File: config.mk
export PLATFORM = sky130hd
export DESIGN_NAME = clock_mode_ctrl_flat
export DESIGN_NICKNAME = d
export VERILOG_FILES = /design/src/rtl/clock_mode_ctrl_if.sv /design/src/rtl/clock_mode_ctrl.sv /design/src/flat_wrapper.sv
export SDC_FILE = /design/constraint.sdc
export NUM_CORES = 1
export LEC_CHECK = 0
export ABC_AREA = 1
export CAP_MARGIN = 15
export CORE_ASPECT_RATIO = 0.5
export CORE_MARGIN = 1.5
export CORE_UTILIZATION = 40
export DETAILED_ROUTE_END_ITERATION = 10
export MAX_ROUTING_LAYER = met4
export PLACE_DENSITY = 0.74
export SLEW_MARGIN = 20
export SYNTH_ARGS = -nofsm -noshare
export SYNTH_HDL_FRONTEND = slang
export SYNTH_SLANG_ARGS = --single-unit
File: constraint.sdc
create_clock -name clk -period 1.5 [get_ports clk]
set_input_delay 0.3 -clock clk [delete_from_list [all_inputs] [get_ports clk]]
set_output_delay 0.3 -clock clk [all_outputs]
set_load 0.005 [all_outputs]
File: src/rtl/clock_mode_ctrl_if.sv
// Key/tick/time inputs and the enable/alarm/mode outputs of clock_mode_ctrl.
// Scalar clock and reset are carried on the module ports, not in this bundle.
interface clock_mode_ctrl_if;
  logic       tick_1hz;
  logic       key_mode;
  logic       key_next;
  logic       key_inc;
  logic       key_stop;
  logic [7:0] hour;
  logic [7:0] minute;
  logic [7:0] second;
  logic       inc_h;
  logic       inc_m;
  logic       inc_s;
  logic       clr_s;
  logic [7:0] alm_hour;
  logic [7:0] alm_minute;
  logic       alm_en;
  logic       alert;
  logic [2:0] state;

  modport master (
    output tick_1hz, key_mode, key_next, key_inc, key_stop, hour, minute, second,
    input  inc_h, inc_m, inc_s, clr_s, alm_hour, alm_minute, alm_en, alert, state
  );
  modport slave (
    input  tick_1hz, key_mode, key_next, key_inc, key_stop, hour, minute, second,
    output inc_h, inc_m, inc_s, clr_s, alm_hour, alm_minute, alm_en, alert, state
  );
endinterface

File: src/rtl/clock_mode_ctrl.sv
// Mode/sequence controller for the digital clock: key decode, tick gating,
// count enables to the counter chain, BCD alarm registers and alert scheduling.
module clock_mode_ctrl #(
  parameter int unsigned RING_SECS  = 60,
  parameter logic [7:0]  ALM_H_INIT = 8'h07,
  parameter logic [7:0]  ALM_M_INIT = 8'h00
) (
  input  logic           clk,
  input  logic           reset,
  clock_mode_ctrl_if.slave bus
);
  typedef enum logic [2:0] {
    RUN = 3'd0, SET_H = 3'd1, SET_M = 3'd2, SET_S = 3'd3, ALM_H = 3'd4, ALM_M = 3'd5
  } mode_e;

  localparam logic [7:0] RING_LOAD = 8'(RING_SECS);

  mode_e      state_q, state_d;
  logic       inc_h_q, inc_h_d, inc_m_q, inc_m_d, inc_s_q, inc_s_d, clr_s_q, clr_s_d;
  logic [7:0] alm_hour_q, alm_hour_d, alm_minute_q, alm_minute_d;
  logic       alm_en_q, alm_en_d, alert_q, alert_d, match_q;
  logic [7:0] ring_q, ring_d;
  logic       in_set, match_c, trig, clr;

  // Illegal BCD codes fall back to 00 rather than propagating garbage.
  function automatic logic [7:0] bcd_inc_hour(input logic [7:0] v);
    if (v[7:4] > 4'd2 || v[3:0] > 4'd9 || (v[7:4] == 4'd2 && v[3:0] > 4'd3) || v == 8'h23)
      return 8'h00;
    else if (v[3:0] == 4'd9)
      return {v[7:4] + 4'd1, 4'h0};
    else
      return {v[7:4], v[3:0] + 4'd1};
  endfunction

  function automatic logic [7:0] bcd_inc_min(input logic [7:0] v);
    if (v[7:4] > 4'd5 || v[3:0] > 4'd9 || v == 8'h59)
      return 8'h00;
    else if (v[3:0] == 4'd9)
      return {v[7:4] + 4'd1, 4'h0};
    else
      return {v[7:4], v[3:0] + 4'd1};
  endfunction

  assign in_set  = (state_q == SET_H) || (state_q == SET_M) || (state_q == SET_S);
  assign match_c = alm_en_q && (bus.hour == alm_hour_q) && (bus.minute == alm_minute_q)
                   && (bus.second == 8'h00);
  assign trig    = match_c && !match_q && !in_set;

  always_comb begin
    state_d      = state_q;
    inc_h_d      = 1'b0;
    inc_m_d      = 1'b0;
    clr_s_d      = 1'b0;
    alm_hour_d   = alm_hour_q;
    alm_minute_d = alm_minute_q;
    alm_en_d     = alm_en_q;
    inc_s_d      = bus.tick_1hz &&
                   ((state_q == RUN) || (state_q == ALM_H) || (state_q == ALM_M));

    if (state_q > ALM_M) begin
      state_d = RUN;
    end else if (bus.key_mode) begin
      case (state_q)
        RUN:                 state_d = SET_H;
        SET_H, SET_M, SET_S: state_d = ALM_H;
        default:             state_d = RUN;
      endcase
    end else if (bus.key_next) begin
      case (state_q)
        RUN:     alm_en_d = !alm_en_q;
        SET_H:   state_d  = SET_M;
        SET_M:   state_d  = SET_S;
        SET_S:   state_d  = SET_H;
        ALM_H:   state_d  = ALM_M;
        ALM_M:   state_d  = ALM_H;
        default: state_d  = RUN;
      endcase
    end else if (bus.key_inc) begin
      case (state_q)
        SET_H:   inc_h_d      = 1'b1;
        SET_M:   inc_m_d      = 1'b1;
        SET_S:   clr_s_d      = 1'b1;
        ALM_H:   alm_hour_d   = bcd_inc_hour(alm_hour_q);
        ALM_M:   alm_minute_d = bcd_inc_min(alm_minute_q);
        default: ;
      endcase
    end

    // Silencing wins over a trigger landing in the same cycle.
    clr     = bus.key_stop || (alm_en_q && !alm_en_d);
    alert_d = alert_q;
    ring_d  = ring_q;
    if (clr) begin
      alert_d = 1'b0;
      ring_d  = 8'd0;
    end else if (trig) begin
      alert_d = 1'b1;
      ring_d  = RING_LOAD;
    end else if (alert_q && bus.tick_1hz) begin
      ring_d  = ring_q - 8'd1;
      alert_d = (ring_q != 8'd1);
    end
  end

  always_ff @(posedge clk or negedge reset) begin
    if (!reset) begin
      state_q      <= RUN;
      inc_h_q      <= 1'b0;
      inc_m_q      <= 1'b0;
      inc_s_q      <= 1'b0;
      clr_s_q      <= 1'b0;
      alm_hour_q   <= ALM_H_INIT;
      alm_minute_q <= ALM_M_INIT;
      alm_en_q     <= 1'b0;
      alert_q      <= 1'b0;
      ring_q       <= 8'd0;
      match_q      <= 1'b0;
    end else begin
      state_q      <= state_d;
      inc_h_q      <= inc_h_d;
      inc_m_q      <= inc_m_d;
      inc_s_q      <= inc_s_d;
      clr_s_q      <= clr_s_d;
      alm_hour_q   <= alm_hour_d;
      alm_minute_q <= alm_minute_d;
      alm_en_q     <= alm_en_d;
      alert_q      <= alert_d;
      ring_q       <= ring_d;
      match_q      <= match_c;
    end
  end

  assign bus.inc_h      = inc_h_q;
  assign bus.inc_m      = inc_m_q;
  assign bus.inc_s      = inc_s_q;
  assign bus.clr_s      = clr_s_q;
  assign bus.alm_hour   = alm_hour_q;
  assign bus.alm_minute = alm_minute_q;
  assign bus.alm_en     = alm_en_q;
  assign bus.alert      = alert_q;
  assign bus.state      = state_q;
endmodule

File: src/flat_wrapper.sv
// flat-port wrapper written by rule: the top's interface ports become plain ports
module clock_mode_ctrl_flat 
#(
  parameter int unsigned RING_SECS  = 60,
  parameter logic [7:0]  ALM_H_INIT = 8'h07,
  parameter logic [7:0]  ALM_M_INIT = 8'h00
)
  (clk, reset, bus_tick_1hz, bus_key_mode, bus_key_next, bus_key_inc, bus_key_stop, bus_hour, bus_minute, bus_second, bus_inc_h, bus_inc_m, bus_inc_s, bus_clr_s, bus_alm_hour, bus_alm_minute, bus_alm_en, bus_alert, bus_state);
  clock_mode_ctrl_if bus_i ();
  input  logic clk;
  input  logic reset;
  input wire logic [$bits(bus_i.tick_1hz)-1:0] bus_tick_1hz;
  input wire logic [$bits(bus_i.key_mode)-1:0] bus_key_mode;
  input wire logic [$bits(bus_i.key_next)-1:0] bus_key_next;
  input wire logic [$bits(bus_i.key_inc)-1:0] bus_key_inc;
  input wire logic [$bits(bus_i.key_stop)-1:0] bus_key_stop;
  input wire logic [$bits(bus_i.hour)-1:0] bus_hour;
  input wire logic [$bits(bus_i.minute)-1:0] bus_minute;
  input wire logic [$bits(bus_i.second)-1:0] bus_second;
  output wire logic [$bits(bus_i.inc_h)-1:0] bus_inc_h;
  output wire logic [$bits(bus_i.inc_m)-1:0] bus_inc_m;
  output wire logic [$bits(bus_i.inc_s)-1:0] bus_inc_s;
  output wire logic [$bits(bus_i.clr_s)-1:0] bus_clr_s;
  output wire logic [$bits(bus_i.alm_hour)-1:0] bus_alm_hour;
  output wire logic [$bits(bus_i.alm_minute)-1:0] bus_alm_minute;
  output wire logic [$bits(bus_i.alm_en)-1:0] bus_alm_en;
  output wire logic [$bits(bus_i.alert)-1:0] bus_alert;
  output wire logic [$bits(bus_i.state)-1:0] bus_state;
  assign bus_i.tick_1hz = bus_tick_1hz;
  assign bus_i.key_mode = bus_key_mode;
  assign bus_i.key_next = bus_key_next;
  assign bus_i.key_inc = bus_key_inc;
  assign bus_i.key_stop = bus_key_stop;
  assign bus_i.hour = bus_hour;
  assign bus_i.minute = bus_minute;
  assign bus_i.second = bus_second;
  assign bus_inc_h = bus_i.inc_h;
  assign bus_inc_m = bus_i.inc_m;
  assign bus_inc_s = bus_i.inc_s;
  assign bus_clr_s = bus_i.clr_s;
  assign bus_alm_hour = bus_i.alm_hour;
  assign bus_alm_minute = bus_i.alm_minute;
  assign bus_alm_en = bus_i.alm_en;
  assign bus_alert = bus_i.alert;
  assign bus_state = bus_i.state;
  clock_mode_ctrl #(.RING_SECS(RING_SECS), .ALM_H_INIT(ALM_H_INIT), .ALM_M_INIT(ALM_M_INIT)) u_core (.clk(clk), .reset(reset), .bus(bus_i));
endmodule
Word-level counts from Yosys, hierarchy flattened
Cells that the tools add are included.

cells by class
  add/sub/neg operators = 5
  order comparisons = 6
  eq/ne operators = 14
  muxes and demuxes = 34
  bitwise operators = 3
  reductions and logical operators = 35

operator list
  cell                                                    number
  two-way mux 8 bit                                       7
  two-way mux 1 bit                                       22
  one-hot mux 3 bit (6 select lines)                      1
  adder 4 x 1 -> 4 bit (second input constant)            4
  == test 8 bit                                           2
  AND reduction 6 bit                                     2
  logical OR 1 bit                                        10
  AND reduction 5 bit                                     2
  logical AND 1 bit                                       9
  two-way mux 3 bit                                       3
  == test 4 bit (second input constant)                   2
  == test 8 x 6 -> 1 bit (second input constant)          1
  == test 8 x 7 -> 1 bit (second input constant)          1
  > comparator 4 x 2 -> 1 bit (second input constant)     2
  > comparator 4 bit (second input constant)              2
  logical NOT 8 bit                                       1
  inequality test 8 x 1 -> 1 bit (second input constant)  1
  subtractor 8 x 1 -> 8 bit (second input constant)       1
  == test 3 x 2 -> 1 bit (second input constant)          2
  == test 3 bit (second input constant)                   2
  one-hot mux 3 bit (2 select lines)                      1
  nonzero test 3 bit                                      2
  == test 4 x 2 -> 1 bit (second input constant)          1
  > comparator 4 x 3 -> 1 bit (second input constant)     1
  other kinds (9)                                         15

storage, ports and cells
  bits in registers = 34
  input port bits = 31
  output and inout port bits = 25
  logic and storage cells = 110

Logic depth before layout (Yosys ltp)
Gate-level depths: netlist of run 1.

  word-level depth = 9
  mapped depth = 10

Worst setup path before layout of run 1
OpenSTA, ideal clock, no wires.

  path type = reg2reg
  start = register u_core.alm_hour_q[1], in the netlist u_core.bus.alm_hour[1]
  end = register u_core.ring_q[6]
  library setup time = 117 ps
  data arrival time = 1398 ps
  slack = -16 ps
  stages on the path, launching flop included = 11
  buffers on the path = 1
  period minus slack after synthesis = 1516 ps
  cell sequence = dfstp_2 inv_1 nand2_1 nand2_1 nor2_1 nand2_1 nor2_2 nand4_4 buf_6 nand3_1 nand2_1

between the ends
  longest elaborated chain between the ends = 8
  elaborated cells on any way between the ends = 9
  those cells by class = 1 x eq/ne; 2 x mux; 6 x reduce/logical

RTL lines
  what                                 RTL line                source
  from (decl)                          clock_mode_ctrl.sv:20   logic [7:0] alm_hour_q, alm_hour_d, alm_minute_q, alm_minute_d;
  from (signal assigned)               clock_mode_ctrl.sv:124  alm_hour_q <= alm_hour_d;
  == test 8 bit (*)                    clock_mode_ctrl.sv:45   assign match_c = alm_en_q && (bus.hour == alm_hour_q) && (bus.minute == alm_minute_q)
  logical AND 1 bit (*) (2 in series)  clock_mode_ctrl.sv:45
  logical AND 1 bit (*)                clock_mode_ctrl.sv:46   && (bus.second == 8'h00);
  logical AND 1 bit (*) (2 in series)  clock_mode_ctrl.sv:47   assign trig = match_c && !match_q && !in_set;
  two-way mux 8 bit                    clock_mode_ctrl.sv:96   end else if (trig) begin
  two-way mux 8 bit                    clock_mode_ctrl.sv:93   if (clr) begin
  to (signal assigned)                 clock_mode_ctrl.sv:128  ring_q <= ring_d;
  to (decl)                            clock_mode_ctrl.sv:22   logic [7:0] ring_q, ring_d;

Mark *: on every way between the ends. The rest lies on a longest branch, timed or not.
A chain may end at the register's enable or synchronous reset.

Worst setup path in the final report of run 1
  start = register u_core.alm_hour_q[1], in the netlist u_core.bus.alm_hour[1]
  end = register u_core.ring_q[4]

The elaborated chain is that of the path after synthesis.

==> results.sh, run 1 <==
export IMPL_grt_pass1_vias=2570
export IMPL_path_class="flop to flop"
export IMPL_crit_path_max_incr_delay_ns=0.55
export IMPL_violations="setup timing"
export IMPL_p_total_mw=6.21
export IMPL_setup_viol=17
export IMPL_drt_iter0_markers=144
export IMPL_netlist_area_sq_mm=0.00232
export IMPL_critPathLaunchType="flop"
export IMPL_initial_utilization_pct=41.9
export IMPL_endpoint_kind="flop"
export IMPL_grt_usage_pct=23.7
export IMPL_tightest_slew_ns=0.433
export IMPL_ys_seq_area_share_pct=36.8
export IMPL_cp_common_cell="nand2_2"
export IMPL_final_util_pct=73.1
export IMPL_leakage_nw=2.08
export IMPL_status="finished with violations"
export IMPL_ir_worst_vdd_uv=1160
export IMPL_slew_viol_final=0
export IMPL_grt_max_degree=35
export IMPL_hp_class="primary input to asynchronous set/reset pin"
export IMPL_path_max_fanout=5
export IMPL_num_vias=2810
export IMPL_final_layout_size_suffix_gt1_share_pct=36.1
export IMPL_viasPerCell=5.19
export IMPL_drc=0
export IMPL_row_count=19
export IMPL_dp_hpwl_mm=4.84
export IMPL_reg2reg_to="u_core.ring_q[4]"
export IMPL_wire_per_inst_um=15.1
export IMPL_core_area_sq_mm=0.00554
export IMPL_slowest_stage="dfstp_2"
export IMPL_clock_root_buffer="clkbuf_16"
export IMPL_timing_hold_ws_ns=0.393
export IMPL_cpLargestDelayFamily="simple AND/OR/NAND/NOR gates"
export IMPL_timing_final_ws_setup_ns=-0.123
export IMPL_fin_nets=505
export IMPL_cp_data_required_time_ns=1.67
export IMPL_grt_pass1_wl_mm=11.6
export IMPL_ys_ff_latch=34
export IMPL_r2r_slack_ns=-0.12
export IMPL_path_depth=10
export IMPL_clk_insertion_delay_late_ns=0.28
export IMPL_grt_remaining_overflow=0
export IMPL_antenna_cells=0
export IMPL_first_pass_iters=5
export IMPL_crit_chain="inv_2 -> nand2_4 -> nand2_2 -> nor2_2 -> nand2_2 -> nor2_4 -> buf_12 -> nand4_4 -> nand3_1 -> nand2_1"
export IMPL_tritoncts="yes"
export IMPL_ant_nets=0
export IMPL_timing_fmax_mhz=616
export IMPL_p_per_area_mw_per_mm2=1530
export IMPL_mostFrequentLayoutCell="nand2_1"
export IMPL_slew_headroom_pct=70.9
export IMPL_place_ws_ns=-0.409
export IMPL_gp_congestion=0.900
export IMPL_cp_arrival_ns=1.79
export IMPL_die_w_um=111
export IMPL_syn_to_final_growth_pct=74.5
export IMPL_maxCapViolations=0
export IMPL_worst_path_buf_inv=2
export IMPL_htreeDepth=2
export IMPL_reg2reg_depth=10
export IMPL_clk_pin_slew_worst_paths_ns=0.06
export IMPL_synth_cells=326
export IMPL_period_share_pct=108
export IMPL_clk_path_buf_depth=2
export IMPL_rr_startpoint="u_core.bus.alm_hour[1]"
export IMPL_wl_mm=8.16
export IMPL_fin_worst_skew_ns=0.00530
export IMPL_cts_buffers_inserted=5
export IMPL_cts_sinks=34
export IMPL_rsz0062_at_grt="true"
export IMPL_ios=56
export IMPL_yosysWarnings=0
export IMPL_dieArea_sq_mm=0.00630
export IMPL_antenna_found_initial=0
export IMPL_numPortBuffers=55
export IMPL_post_layout_nonfiller_instances=541
export IMPL_die_height_um=56.9
export IMPL_syn_nets=364
export IMPL_syn_area_per_cell_sq_um=7.12
export IMPL_finalHoldViolCount=0
export IMPL_layout_min_cycle_time_ns=1.62
export IMPL_yosysUniqueCellTypes=35
export IMPL_layout_common_cells="nand2_1, buf_4, inv_1"
export IMPL_dp_cells=500
==> Yosys cell counts (all sizes together) <==
cell / instances / area share [%]
nand3: 31 / 7.5
a21oi: 9 / 1.9
a21boi: 1 / 0.32
or2: 2 / 0.65
o21ai: 10 / 2.3
dfrtp: 31 / 33
nand2: 94 / 16
and2: 1 / 0.27
a211oi: 1 / 0.32
nor4: 1 / 0.27
o22ai: 1 / 0.27
nor2: 43 / 9.1
o211ai: 2 / 0.65
nor3: 11 / 2.8
o211a: 1 / 0.43
ha: 7 / 3.8
xor2: 8 / 3.0
buf: 1 / 0.48
dfstp: 3 / 3.4
nand4: 8 / 3.1
xnor2: 3 / 1.1
inv: 56 / 9.1
o31ai: 1 / 0.32
==> report_power, final <==
part | internal [mW] | switching (mW)
Combinational | 1.78 | 1.76
Clock | 0.783 | 0.413
Sequential | 1.20 | 0.276
==> metrics by stage <==
step	TNS, ns	instance area, sq um
2_1_floorplan	0	2320
3_3_place_gp	-7.24	3320
3_5_place_dp	-8.41	3320
4_1_cts	-0.690	3780
5_1_grt	-2.25	4050
6_report	-1.08	4050
==> flip-flops by register name, summed over array words and instances, names as in the netlist <==
name                   cells
u_core.bus.inc_m           1
u_core.bus.alm_hour        8
u_core.bus.alert           1
u_core.ring_q              8
u_core.bus.alm_minute      8
u_core.bus.clr_s           1
u_core.match_q             1
u_core.bus.alm_en          1
u_core.bus.inc_s           1
u_core.bus.inc_h           1
u_core.bus.state           3
==> what timing repair did <==
| item | 4_1_cts | 5_1_grt |
|---|---|---|
| setup buffers | 18 | 13 |
| hold buffers | 0 | 0 |
| gates resized for setup | 64 | 51 |
| pin swaps | 14 | 24 |
| gates cloned | 3 | 0 |
| setup endpoints to repair | 36 | 31 |
==> area by class of cell <==
| type | instances | area, sq um |
|---|---|---|
| multi-input combinational | 238 | 1530 |
| inverter | 56 | 213 |
| timing repair buffer | 132 | 1190 |
| sequential | 34 | 860 |
| fill | 365 | 1490 |
| clock inverter | 3 | 45.0 |
| tap | 73 | 91.3 |
| clock buffer | 5 | 125 |
==> routing by layer <==
metal	part of all wire (%)	GRT usage [%]	vias up	routed length [um]
li1	-	-	1323	-
met1	41	26.4	1344	3310
met2	52	43.7	116	4270
met3	4.8	5.40	27	395
met4	2.3	6.23	0	185
met5	0	-	-	0
==> cell families (layout without fill, tap and decap cells) <==
| kind of cell | count (synthesis) | after routing | share of synthesized area (%) |
|---|---|---|---|
| xor+xnor | 11 | 11 | 4.15 |
| flops | 34 | 34 | 36.8 |
| simple gates | 191 | 194 | 39.2 |
| buf+inv | 57 | 196 | 9.54 |
| fa+ha+maj | 7 | 7 | 3.77 |
| compound gates | 26 | 26 | 6.57 |
==> worst max path at each step <==
stage	start	endpoint	slack, ns
4_1_cts	u_core.bus.alm_hour[1]	u_core.ring_q[4]	-0.1
2_1_floorplan	u_core.bus.alm_hour[1]	u_core.ring_q[6]	0.002
5_1_grt	u_core.bus.alm_hour[1]	u_core.ring_q[1]	-0.17
3_3_place_gp	bus_minute[6]	u_core.ring_q[6]	-0.35
3_5_place_dp	bus_minute[1]	u_core.ring_q[4]	-0.41
6_report	u_core.bus.alm_hour[1]	u_core.ring_q[4]	-0.12
No activity file was read; power rests on OpenSTA's default activity.
==> run 2: changes to the inputs <==
Settings changed: CTS_CLUSTER_SIZE set to 40, SKIP_CTS_REPAIR_TIMING set to 1.
==> run 2 against run 1 <==
The run still ends with setup timing left. Sequential cell count did not move. Final cell count fell by 3.9%. Highest routed layer unchanged. First-iteration DRC count rose by 15%. Sequential power barely moved. Critical path type unchanged. Register-to-register slack got worse by 0.04 ns. Clock skew fell by 0.0023 ns. Fmax fell by 2.6%. Non-clock buffer count fell by 21. Via count fell by 5.2%. Clock power barely moved.
==> results.sh, run 2 (synthesized netlist as in run 1, its figures left out) <==
export IMPL_r2r_slack_ns=-0.17
export IMPL_clk_path_buf_depth=2
export IMPL_status="finished with violations"
export IMPL_hp_class="primary input to asynchronous set/reset pin"
export IMPL_tightest_slew_ns=0.445
export IMPL_dp_hpwl_mm=4.84
export IMPL_place_ws_ns=-0.409
export IMPL_final_util_pct=70.5
export IMPL_violations="setup timing"
export IMPL_syn_to_final_growth_pct=68.0
export IMPL_slew_viol_final=0
export IMPL_p_switching_mw=2.23
export IMPL_p_per_area_mw_per_mm2=1480
export IMPL_antenna_found_initial=0
export IMPL_final_layout_size_suffix_gt1_share_pct=31.3
export IMPL_p_seq_share_pct=25.8
export IMPL_grt_remaining_overflow=0
export IMPL_place_area_sq_mm=0.00332
export IMPL_mostFrequentLayoutCell="nand2_1"
export IMPL_setup_viol=12
export IMPL_grt_pass1_vias=2307
export IMPL_clkPwrFrac_pct=20.7
export IMPL_internal_power_mw=3.55
export IMPL_drt_iter0_markers=165
export IMPL_drc=0
export IMPL_period_share_pct=111
export IMPL_first_pass_iters=5
export IMPL_dieArea_sq_mm=0.00630
export IMPL_timing_final_ws_setup_ns=-0.166
export IMPL_path_class="flop to flop"
export IMPL_htreeDepth=2
export IMPL_ant_nets=0
export IMPL_ir_worst_vdd_uv=1160
export IMPL_numPortBuffers=55
export IMPL_cp_data_required_time_ns=1.67
export IMPL_endpoint_kind="flop"
export IMPL_leakage_nw=2.17
export IMPL_gp_congestion=0.900
export IMPL_grt_usage_pct=20.2
export IMPL_row_count=19
export IMPL_rsz0062_at_grt="true"
export IMPL_maxCapViolations=0
export IMPL_slew_headroom_pct=70.1
export IMPL_tritoncts="yes"
export IMPL_finalHoldViolCount=0
export IMPL_core_area_sq_mm=0.00554
export IMPL_clk_pin_slew_worst_paths_ns=0.06
export IMPL_initial_utilization_pct=41.9
export IMPL_grt_max_degree=35
export IMPL_die_height_um=56.9
export IMPL_combinationalPowerShare_pct=53.5
export IMPL_wire_per_inst_um=14.2
export IMPL_cp_arrival_ns=1.84
export IMPL_die_w_um=111
export IMPL_clock_root_buffer="clkbuf_16"
export IMPL_grt_pass1_wl_mm=10.0
export IMPL_ios=56
export IMPL_dp_cells=500
export IMPL_critPathLaunchType="flop"
export IMPL_antenna_cells=0
export IMPL_wl_mm=7.41
export IMPL_layout_common_cells="nand2_1, buf_4, inv_1"
export IMPL_fin_nets=484
export IMPL_switching_share_pct=38.5
export IMPL_viasPerCell=5.13
export IMPL_fin_worst_skew_ns=0.00300
export IMPL_num_vias=2665
export IMPL_post_layout_nonfiller_instances=520
export IMPL_cts_buffers_inserted=5
export IMPL_clk_insertion_delay_late_ns=0.28
export IMPL_cts_sinks=34
export IMPL_stdcell_area_sq_mm=0.00390
export IMPL_layout_min_cycle_time_ns=1.67
export IMPL_timing_fmax_mhz=600
export IMPL_path_max_fanout=4
==> run 2: changes by cell type in the layout (fill, tap and decap cells not counted), sizes merged <==
cell and delta:
buf -21, clkdlybuf4s15 -3, clkdlybuf4s50 +2, dlygate4sd2 -23, dlymetal6s2s +24
==> run 2: per-stage QoR <==
stage	hold WS, ns	setup TNS (ns)	total power [mW]
final	0.391	-1.31	5.78
after global routing	0.413	-2.53	6.09
after CTS	0.400	-3.17	5.26
after detailed placement	0.489	-8.41	4.05
after global placement	0.482	-7.24	3.96
after floorplan	0.00441	0	2.60
==> run 2: critical path, cell delays in order (launching register included) <==
cell and delay [ns]:
dfstp_2 0.54, inv_2 0.04, nand2_2 0.06, nand2_1 0.05, nor2_1 0.09, nand2_1 0.09
nor2_4 0.22, buf_6 0.14, nand4_4 0.13, nand3_2 0.13, nand2_2 0.05
==> run 2: path summary, 6_finish.rpt <==
| path | from | to | cells past startpoint |
|---|---|---|---|
| worst max-delay path | u_core.bus.alm_hour[1] | u_core.bus.alert | 10 |
| worst min-delay path | reset | u_core.bus.alm_minute[5] | 2 |
| worst max register to register | u_core.bus.alm_hour[1] | u_core.bus.alert | 10 |
| worst min register to register | u_core.ring_q[6] | u_core.ring_q[6] | 2 |
| max in group asynchronous | reset | u_core.bus.alm_hour[0] | 2 |
| min in group clk | bus_minute[4] | u_core.match_q | 6 |
==> run 2: power groups by stage <==
stage / Clock, mW / Sequential [mW] / Combinational, mW
floorplan: 0 / 1.51 / 1.09
global placement: 0 / 1.44 / 2.52
detailed placement: 0 / 1.45 / 2.60
CTS: 1.20 / 1.44 / 2.62
global route: 1.24 / 1.51 / 3.34
finish: 1.19 / 1.49 / 3.09
==> run 2: final cells by class <==
class	instances	area (sq um)
Timing Repair Buffer	111	1090
Tap cell	73	91.3
Sequential cell	34	862
Multi-Input combinational cell	238	1480
Fill cell	407	1640
Clock buffer	5	125
Clock inverter	3	45.0
Inverter	56	213
==> run 2: metal layers <==
| metal | up-vias | GRT usage, % | share of wire, % |
|---|---|---|---|
| met5 | - | - | 0 |
| met4 | 0 | 4.95 | 2.0 |
| met3 | 25 | 4.32 | 5.1 |
| met2 | 110 | 36.2 | 51 |
| met1 | 1254 | 23.4 | 42 |
| li1 | 1276 | - | - |
